**config.mk**
```make
export PLATFORM = sky130hd
export DESIGN_NAME = mf_trigger_sched
export DESIGN_NICKNAME = d
export VERILOG_FILES = /design/src/rtl/mf_trigger_sched.sv
export SDC_FILE = /design/constraint.sdc
export NUM_CORES = 1
export LEC_CHECK = 0
export CAP_MARGIN = 40
export CORE_MARGIN = 5
export CORE_UTILIZATION = 38
export CTS_BUF_LIST = sky130_fd_sc_hd__clkbuf_16
export DETAILED_ROUTE_END_ITERATION = 16
export GPL_TIMING_DRIVEN = 0
export HOLD_SLACK_MARGIN = 0.05
export SLEW_MARGIN = 5
export SYNTH_ARGS = -nofsm -noshare
export SYNTH_HDL_FRONTEND = slang
export SYNTH_SLANG_ARGS = --single-unit
```
**constraint.sdc**
```tcl
create_clock -name aclk -period 2.3 [get_ports aclk]
set_input_delay 0.46 -clock aclk [delete_from_list [all_inputs] [get_ports aclk]]
set_output_delay 0.46 -clock aclk [all_outputs]
set_load 0.01 [all_outputs]
```
**src/rtl/mf_trigger_sched.sv**
```systemverilog
// rtl/mf_trigger_sched.sv - matched-filter trigger scheduler with fill mask, holdoff and threshold sequencing
//
// Purpose:
//   Forms |x| for each sample of the filter's SSR output block and compares
//   it against the active threshold. The earliest sample above threshold in a
//   block raises a trigger. A holdoff/re-arm state machine gates further
//   triggers. The machine masks the filter pipeline fill after enable.
//   Pipeline: input register -> magnitude (S1) -> compare (S2) -> trigger.
//   Data sampled at edge t gives a trigger after edge t+3.
//
// Optional feature:
//   MF_TRIG_COUNT_EN - when defined, builds a saturating 32-bit trigger
//   counter. The counter clears on the IDLE->FILL transition. When the macro
//   is undefined, trig_cnt_o is tied to 0.
//
// Ports:
//   aclk          in   clock, rising edge
//   rst           in   synchronous active-high reset
//   en_i          in   scheduler enable
//   data_i        in   NSAMPS signed samples, sample i at [NBITS*i +: NBITS]
//   thresh_i      in   unsigned threshold value
//   thresh_wr_i   in   threshold write strobe
//   thresh_ack_o  out  high for one cycle after the write edge
//   holdoff_i     in   holdoff length, latched at each trigger
//   trig_o        out  single-cycle trigger pulse
//   trig_idx_o    out  sample index of the last trigger
//   trig_mag_o    out  magnitude of the last trigger
//   state_o       out  IDLE=0, FILL=1, ARMED=2, HOLDOFF=3
//   trig_cnt_o    out  trigger count (0 without MF_TRIG_COUNT_EN)

module mf_trigger_sched #(
  parameter int NBITS     = 18,
  parameter int NSAMPS    = 8,
  parameter int FILL_CLKS = 8,
  parameter int HOLDOFF_W = 16,
  parameter int IDXW      = $clog2(NSAMPS)
) (
  input  logic                     aclk,
  input  logic                     rst,
  input  logic                     en_i,
  input  logic [NBITS*NSAMPS-1:0]  data_i,
  input  logic [NBITS-1:0]         thresh_i,
  input  logic                     thresh_wr_i,
  output logic                     thresh_ack_o,
  input  logic [HOLDOFF_W-1:0]     holdoff_i,
  output logic                     trig_o,
  output logic [IDXW-1:0]          trig_idx_o,
  output logic [NBITS-1:0]         trig_mag_o,
  output logic [1:0]               state_o,
  output logic [31:0]              trig_cnt_o
);

  localparam int FILLW = $clog2(FILL_CLKS + 1);
  localparam int CNTW  = (HOLDOFF_W > FILLW) ? HOLDOFF_W : FILLW;

  typedef enum logic [1:0] {
    ST_IDLE    = 2'd0,
    ST_FILL    = 2'd1,
    ST_ARMED   = 2'd2,
    ST_HOLDOFF = 2'd3
  } state_t;

  state_t                         r_state, w_state_nxt;
  logic [CNTW-1:0]                r_cnt, w_cnt_nxt;
  logic                           w_fire;

  logic [NBITS*NSAMPS-1:0]        r_data;
  logic [NSAMPS-1:0][NBITS-1:0]   w_mag;
  logic [NSAMPS-1:0][NBITS-1:0]   r_s1_mag;
  logic [NSAMPS-1:0][NBITS-1:0]   r_s2_mag;
  logic [NSAMPS-1:0]              r_s2_hit;
  logic [NBITS-1:0]               r_thr;
  logic                           r_ack;

  logic                           w_any_hit;
  logic [IDXW-1:0]                w_sel_idx;
  logic [NBITS-1:0]               w_sel_mag;

  logic                           r_trig;
  logic [IDXW-1:0]                r_trig_idx;
  logic [NBITS-1:0]               r_trig_mag;

  // Two's-complement negate in NBITS bits. The most negative value maps to
  // 2^(NBITS-1). This is correct as an unsigned result, so no saturation is needed.
  always_comb begin
    w_mag = '0;
    for (int i = 0; i < NSAMPS; i++) begin
      if (r_data[NBITS*i + NBITS-1]) begin
        w_mag[i] = ~r_data[NBITS*i +: NBITS] + NBITS'(1);
      end else begin
        w_mag[i] = r_data[NBITS*i +: NBITS];
      end
    end
  end

  always_ff @(posedge aclk) begin
    if (rst) begin
      r_data   <= '0;
      r_s1_mag <= '0;
      r_s2_mag <= '0;
      r_s2_hit <= '0;
    end else begin
      r_data   <= data_i;
      r_s1_mag <= w_mag;
      r_s2_mag <= r_s1_mag;
      // r_thr is used as registered, so a write on this edge affects only the next compare.
      for (int i = 0; i < NSAMPS; i++) begin
        r_s2_hit[i] <= (r_s1_mag[i] > r_thr);
      end
    end
  end

  always_ff @(posedge aclk) begin
    if (rst) begin
      r_thr <= '1;
      r_ack <= 1'b0;
    end else begin
      r_ack <= thresh_wr_i;
      if (thresh_wr_i) begin
        r_thr <= thresh_i;
      end
    end
  end

  // Scanning downwards lets the lowest set index overwrite higher ones.
  always_comb begin
    w_any_hit = |r_s2_hit;
    w_sel_idx = '0;
    w_sel_mag = '0;
    for (int i = NSAMPS - 1; i >= 0; i--) begin
      if (r_s2_hit[i]) begin
        w_sel_idx = IDXW'(i);
        w_sel_mag = r_s2_mag[i];
      end
    end
  end

  always_ff @(posedge aclk) begin
    if (rst) begin
      r_state <= ST_IDLE;
      r_cnt   <= '0;
    end else begin
      r_state <= w_state_nxt;
      r_cnt   <= w_cnt_nxt;
    end
  end

  // The fill and holdoff phases never overlap, so they share one counter.
  always_comb begin
    w_state_nxt = r_state;
    w_cnt_nxt   = r_cnt;
    w_fire      = 1'b0;
    if (!en_i) begin
      w_state_nxt = ST_IDLE;
      w_cnt_nxt   = '0;
    end else begin
      case (r_state)
        ST_IDLE: begin
          w_state_nxt = ST_FILL;
          w_cnt_nxt   = '0;
        end
        ST_FILL: begin
          if (r_cnt == CNTW'(FILL_CLKS - 1)) begin
            w_state_nxt = ST_ARMED;
            w_cnt_nxt   = '0;
          end else begin
            w_cnt_nxt = r_cnt + CNTW'(1);
          end
        end
        ST_ARMED: begin
          if (w_any_hit) begin
            w_state_nxt = ST_HOLDOFF;
            w_cnt_nxt   = CNTW'(holdoff_i);
            w_fire      = 1'b1;
          end
        end
        ST_HOLDOFF: begin
          if (r_cnt == '0) begin
            w_state_nxt = ST_ARMED;
          end else begin
            w_cnt_nxt = r_cnt - CNTW'(1);
          end
        end
        default: w_state_nxt = ST_IDLE;
      endcase
    end
  end

  always_ff @(posedge aclk) begin
    if (rst) begin
      r_trig     <= 1'b0;
      r_trig_idx <= '0;
      r_trig_mag <= '0;
    end else begin
      r_trig <= w_fire;
      if (w_fire) begin
        r_trig_idx <= w_sel_idx;
        r_trig_mag <= w_sel_mag;
      end
    end
  end

`ifdef MF_TRIG_COUNT_EN
  logic [31:0] r_trig_cnt;

  always_ff @(posedge aclk) begin
    if (rst) begin
      r_trig_cnt <= '0;
    end else if (r_state == ST_IDLE && w_state_nxt == ST_FILL) begin
      r_trig_cnt <= '0;
    end else if (w_fire && r_trig_cnt != 32'hFFFF_FFFF) begin
      r_trig_cnt <= r_trig_cnt + 32'd1;
    end
  end

  assign trig_cnt_o = r_trig_cnt;
`else
  assign trig_cnt_o = '0;
`endif

  assign thresh_ack_o = r_ack;
  assign trig_o       = r_trig;
  assign trig_idx_o   = r_trig_idx;
  assign trig_mag_o   = r_trig_mag;
  assign state_o      = r_state;

endmodule
```
==> results of run 1 <==
==> metal layers <==
metal  vias to the layer above  global-route usage
met3                       150             0.04876
met2                       540              0.3534
met1                      8360              0.2682
met4                         0             0.08028
li1                       8580                   -
met5                         -                   0
==> area by class of cell <==
class	instances	area, µm²
fillers	5338	29420
multi-input cells	1608	10890
flip-flops and latches	499	9991
repair buffers	234	2445
clock buffers	55	1376
well taps	756	945.9
plain buffers	158	740.7
clock inverters	43	377.9
inverters	72	307.8
==> kinds of logic after synthesis <==
family	count (synthesis)	synth area share
buf+inv	231	0.04635
fa+ha+maj	155	0.08925
other cells	1	0.0001726
mux	13	0.006104
simple gates	830	0.2034
flops	499	0.4597
xor+xnor	125	0.05038
compound gates	453	0.1446
==> report_power, final <==
group | total (mW) | internal [mW] | switching [mW]
clock | 8.60 | 5.09 | 3.51
sequential | 9.44 | 9.09 | 0.341
combinational | 2.13 | 1.02 | 1.11
total | 20.2 | 15.2 | 4.96
==> cell usage in the layout (no fill, tap or decap), types with 15 or more instances in the layout <==
| cell | n |
|---|---|
| clkinv_1 | 18 |
| nor2b_1 | 319 |
| a22oi_1 | 38 |
| xnor2_1 | 21 |
| xor2_1 | 104 |
| a221oi_1 | 19 |
| nor4_1 | 16 |
| nor2_1 | 234 |
| inv_1 | 69 |
| buf_1 | 15 |
| or3_1 | 21 |
| conb_1 | 32 |
| a21o_1 | 36 |
| o211ai_1 | 27 |
| nand4_1 | 32 |
| or4_1 | 15 |
| o31ai_1 | 49 |
| buf_4 | 42 |
| clkdlybuf4s50_1 | 204 |
| o22ai_1 | 22 |
| clkbuf_1 | 99 |
| o41ai_1 | 19 |
| clkbuf_16 | 55 |
| dfxtp_1 | 498 |
| a21oi_1 | 95 |
| o21ai_0 | 69 |
| nand3_1 | 31 |
| nand2_1 | 92 |
| ha_1 | 155 |
==> per-stage QoR <==
step / setup slack [ns] / TNS [ns] / area [µm²] / hold WS, ns / power (mW)
floorplan: 0.2676 / 0 / 21850 / 0.4220 / 10.71
global route: -0.02164 / -0.02164 / 27080 / 0.3308 / 21.01
detailed placement: -0.8718 / -79.61 / 24960 / 0.4437 / 11.65
finish: 0.02944 / 0 / 27080 / 0.3145 / 20.17
CTS: 0.01312 / 0 / 26860 / 0.2690 / 20.29
global placement: -1.291 / -147.88 / 24830 / 0.4414 / 11.57
==> how the worst min path moves through the flow <==
stage	depth (start not counted)	to	startpoint
floorplan	2	r_s2_mag[0]	r_s1_mag[0]
global placement	2	trig_idx_o[2]	trig_idx_o[2]
detailed placement	2	r_s2_mag[0]	r_s1_mag[0]
CTS	2	r_thr[2]	thresh_wr_i
global route	2	r_thr[3]	thresh_wr_i
finish	2	r_thr[3]	thresh_wr_i
==> critical path, stage by stage (launching register included) <==
cell,delay (ns)
dfxtp_1,0.31
inv_1,0.61
ha_1,0.39
nand3_1,0.07
nor2_1,0.04
a311oi_1,0.25
o21ai_0,0.13
a21oi_1,0.33
==> timing repair <==
item / 4_1_cts / 5_1_grt
resized for setup: 9 / 23
setup endpoints to repair: 56 / 44
buffers inserted: 8 / 12
pin swaps: 0 / 1
==> flip-flops by register name (all words and copies together) (netlist names), 2 cells and up <==
name and flops:
r_data 144, r_s1_mag 144, r_s2_mag 144, r_thr 18, trig_mag_o 18, r_cnt 16
r_s2_hit 8, trig_idx_o 3, state_o 2
==> impl_metrics.ini, run 1 <==
[place]
dp.final_hpwl_um = 51740
portBuffers = 204
gp_congestion = 0.9307
place_inst = 3308

[die]
dieArea_um2 = 62070
core_area_um2 = 56500
start_util = 0.3846
die_w_um = 249.1
boundaryPins = 239
dieHeight_um = 249.1
row_count = 87

[clocking]
clk_pin_slew_ns = 0.06
worstSkewPairLatency_ns = 0.61
cts_buffers = 53
hold_buffers = 0
cts_tree = done
root_buffer = clkbuf_16
cts_buffer_depth = 3
cts_sinks = 499
htree_levels = 2

[logic_synthesis]
synth_common_cells = dfxtp_1 (499), nor2b_1 (319), nor2_1 (234), ha_1 (155), clkbuf_1 (105)
synthesis.area_um2 = 21730
syn_area_per_cell_um2 = 9.419
synth.most_common_cell = dfxtp_1
synth_area_leader_cell = dfxtp_1
synthTopCellsByArea = dfxtp_1 (46%), nor2b_1 (9.2%), ha_1 (8.9%), xor2_1 (4.2%), nor2_1 (4.0%)
synth_warnings = 0
syn_inst = 2307
yosysSeqAreaShare = 0.4597
synth_top_area_frac = 0.4597
synth_edf_count = 0
synth_flop_cell = dfxtp_1
synth-seq-cells = 499
synthArstFlopShare = 0
synth.distinct_cells = 70

[global_route]
grt_max_degree = 14
gr-total-overflow = 0
grt_pass1_wl_um = 103000
antenna_found_initial = 0
grtUsageTotal = 0.2118
grt_pass1_vias = 17777

[drt]
drc = 0
drtAntennaViolNets = 0
dr_wl_met2_um = 31770
first_pass_iters = 7
wl_per_cell_um = 19.99
vias = 17630
wl_met1_um = 29580
avgViaCountPerCell = 5.147
highest_layer = met4
drt-total-wl_um = 68460
wl_met3_um = 4203
drt_iter0_drc = 1239

[finish]
fin_nets = 2963
drive_above_1_share = 0.07344
diodes = 0
final_core_util = 0.4793
syn_to_final_growth_pct = 24.62
final_cells = 3425

[critical_path]
critical_path_required_ns = 2.77
r2r.worst_path.cells = 7
r2r_start = r_thr[2]
r2r_slack_ns = 0.03
startpoint_type = register
cp-end-kind = register
cp_data_arrival_time_ns = 2.74
r2r-end = r_s2_hit[4]
startpoint = r_thr[2]
crit_end = r_s2_hit[4]
cp_max_fo = 9
critPathKind = register to register

[timing]
period_minus_slack_ns = 2.271
worst_slew_pin_slew_ns = 0.8504
hold_viol = 0
max_freq_mhz = 440.4
maxSlewViolCount = 0
finalSetupViolations = 0
clock_skew_ns = 0.02197
period_share = 0.9872
slew-limit-headroom = 0.4323

[power]
powerDensity_nw_per_um2 = 744.8
p_leak_nw = 11.03
vdd_drop_max_uv = 510.1

[flow_run]
cap_violations = 0

[worst_hold_path]
hp-class = input port to register

[run_status]
status = finished clean
(Power assumes the default switching activity.)
==> run 2, diff against run 1 <==
==> constraint.sdc (replaced) <==
create_clock -name aclk -period 2.3 [get_ports aclk]
set_input_delay 0.46 -clock aclk [delete_from_list [all_inputs] [get_ports aclk]]
set_output_delay 0.46 -clock aclk [all_outputs]
set_load 0.02 [all_outputs]
==> results of run 2 <==
The final DEF is identical to that of run 1. Status: finished clean.
Among the figures that moved: number of gates resized after CTS 9 -> 10; total power 20.17 mW -> 20.19 mW
==> run 3, diff against run 2 <==
CTS_CLUSTER_SIZE = 10   (was default)
==> impl_metrics.ini, run 3 (synthesis gave the netlist of run 1 again) <==
[die]
boundaryPins = 239
die_w_um = 249.1
core_area_um2 = 56500
start_util = 0.3846
dieArea_um2 = 62070
row_count = 87
dieHeight_um = 249.1

[finish]
fin_nets = 2964
reg.largest.list = r_data (144), r_s1_mag (144), r_s2_mag (144)
syn_to_final_growth_pct = 23.34
final_cell_mix = dfxtp_1 (498), nor2b_1 (319), nor2_1 (234)
final_common_cell = dfxtp_1
final_core_util = 0.4744
drive_above_1_share = 0.06861
num-fill-cells = 5347
final_cells = 3395

[timing]
setup_ws_ns = -0.003585
max_freq_mhz = 434.1
clock_skew_ns = 0.01934
setup_tns_ns = -0.003585
worst_slew_pin_slew_ns = 0.9099
finalSetupViolations = 1
slew-limit-headroom = 0.3926
hold_viol = 0
period_share = 1.002
maxSlewViolCount = 0
period_minus_slack_ns = 2.304

[drt]
wl_per_cell_um = 20.12
drtAntennaViolNets = 0
first_pass_iters = 5
avgViaCountPerCell = 5.168
drt_iter0_drc = 1107
vias = 17544
drc = 0
drt-total-wl_um = 68320

[clocking]
worstSkewPairLatency_ns = 0.62
hold_buffers = 0
htree_levels = 2
cts_buffers = 57
root_buffer = clkbuf_16
clk_pin_slew_ns = 0.06
cts_buffer_depth = 3
cts_sinks = 499
cts_tree = done

[critical_path]
critPathTopFamily = compound AO/OA/AOI/OAI gates
worst-path-buf-inv = 1
cp_cell_sequence = inv_1, ha_1, nand4_1, nor2_1, a311oi_1, o21ai_0, a21oi_1
cp_max_fo = 9
cp-end-kind = register
critPathKind = register to register
cp_data_arrival_time_ns = 2.78
critPathMaxStageDelay_ns = 0.61
critical_path_required_ns = 2.77
critPathSlowestCell = inv_1
startpoint_type = register

[power]
powerDensity_nw_per_um2 = 721.6
p_leak_nw = 10.90
vdd_drop_max_uv = 564.9
power.total_mw = 19.34

[worst_hold_path]
hp-class = input port to register

[place]
gp_congestion = 0.9307
place_inst = 3308
place_ws_ns = -0.8718
portBuffers = 204
dp.final_hpwl_um = 51740

[global_route]
antenna_found_initial = 0
gr-total-overflow = 0
grtUsageTotal = 0.2120
grt_pass1_wl_um = 103400
grt_pass1_vias = 17873
grt_max_degree = 16

[flow_run]
cap_violations = 0

[run_status]
violations = setup timing
status = complete, but fails checks
-- run 3: changes by cell type in the layout (fill, tap and decap cells not counted), moves of 2 or more --
cell	previous run	this run
clkbuf_16	55	57
clkinvlp_4	13	8
inv_1	69	67
clkinv_1	18	3
buf_4	42	40
clkinv_8	0	2
clkinv_4	2	0
bufinv_16	7	0
-- run 3: layout make-up --
class,count,area (µm²),share of cell area
clock inverters,13,83.83,0.003128
multi-input cells,1608,10900,0.4068
inverters,72,300.3,0.01120
plain buffers,158,739.5,0.02759
repair buffers,231,2410,0.08992
clock buffers,57,1426,0.05322
diodes,1,2.502,0.00009337
well taps,756,945.9,0.03529
flip-flops and latches,499,9991,0.3728
-- run 3: report_power, final --
group / internal (mW) / switching [mW]
combinational: 1.01 / 1.14
sequential: 9.10 / 0.341
clock: 4.37 / 3.38
total: 14.5 / 4.86
-- run 3: path summary, 6_finish.rpt --
| check | startpoint | to | slack, ns | depth (start not counted) |
|---|---|---|---|---|
| setup / recovery | r_thr[6] | r_s2_hit[4] | -0.004 | 7 |
| hold / removal | thresh_wr_i | r_thr[0] | 0.29 | 3 |
| setup reg to reg | r_thr[6] | r_s2_hit[4] | -0.004 | 7 |
| hold reg to reg | r_s1_mag[108] | r_s2_mag[108] | 0.45 | 2 |
-- run 3: per-stage QoR --
stage | hold WS [ns] | area, µm²
finish | 0.2935 | 26800
global route | 0.3208 | 26800
CTS | 0.2557 | 26600
detailed placement | 0.4437 | 24960
global placement | 0.4414 | 24830
floorplan | 0.4220 | 21850
-- run 3: layer usage --
| layer | routed length, µm | up-vias | track usage |
|---|---|---|---|
| met5 | 0 | - | 0 |
| met4 | 2265 | 0 | 0.06820 |
| met3 | 3716 | 121 | 0.03779 |
| met2 | 32440 | 505 | 0.3606 |
| met1 | 29900 | 8365 | 0.2746 |
| li1 | - | 8553 | - |
-- run 3: worst min-delay path: stages --
cell and delay (ns):
clkbuf_1 0.19, mux2i_1 0.16, nand2_1 0.06
-- run 3: what timing repair did --
item / 4_1_cts / 5_1_grt
pin swaps: 0 / 3
gates resized for setup: 11 / 17
endpoints found under the setup margin: 51 / 42
setup buffers: 6 / 11
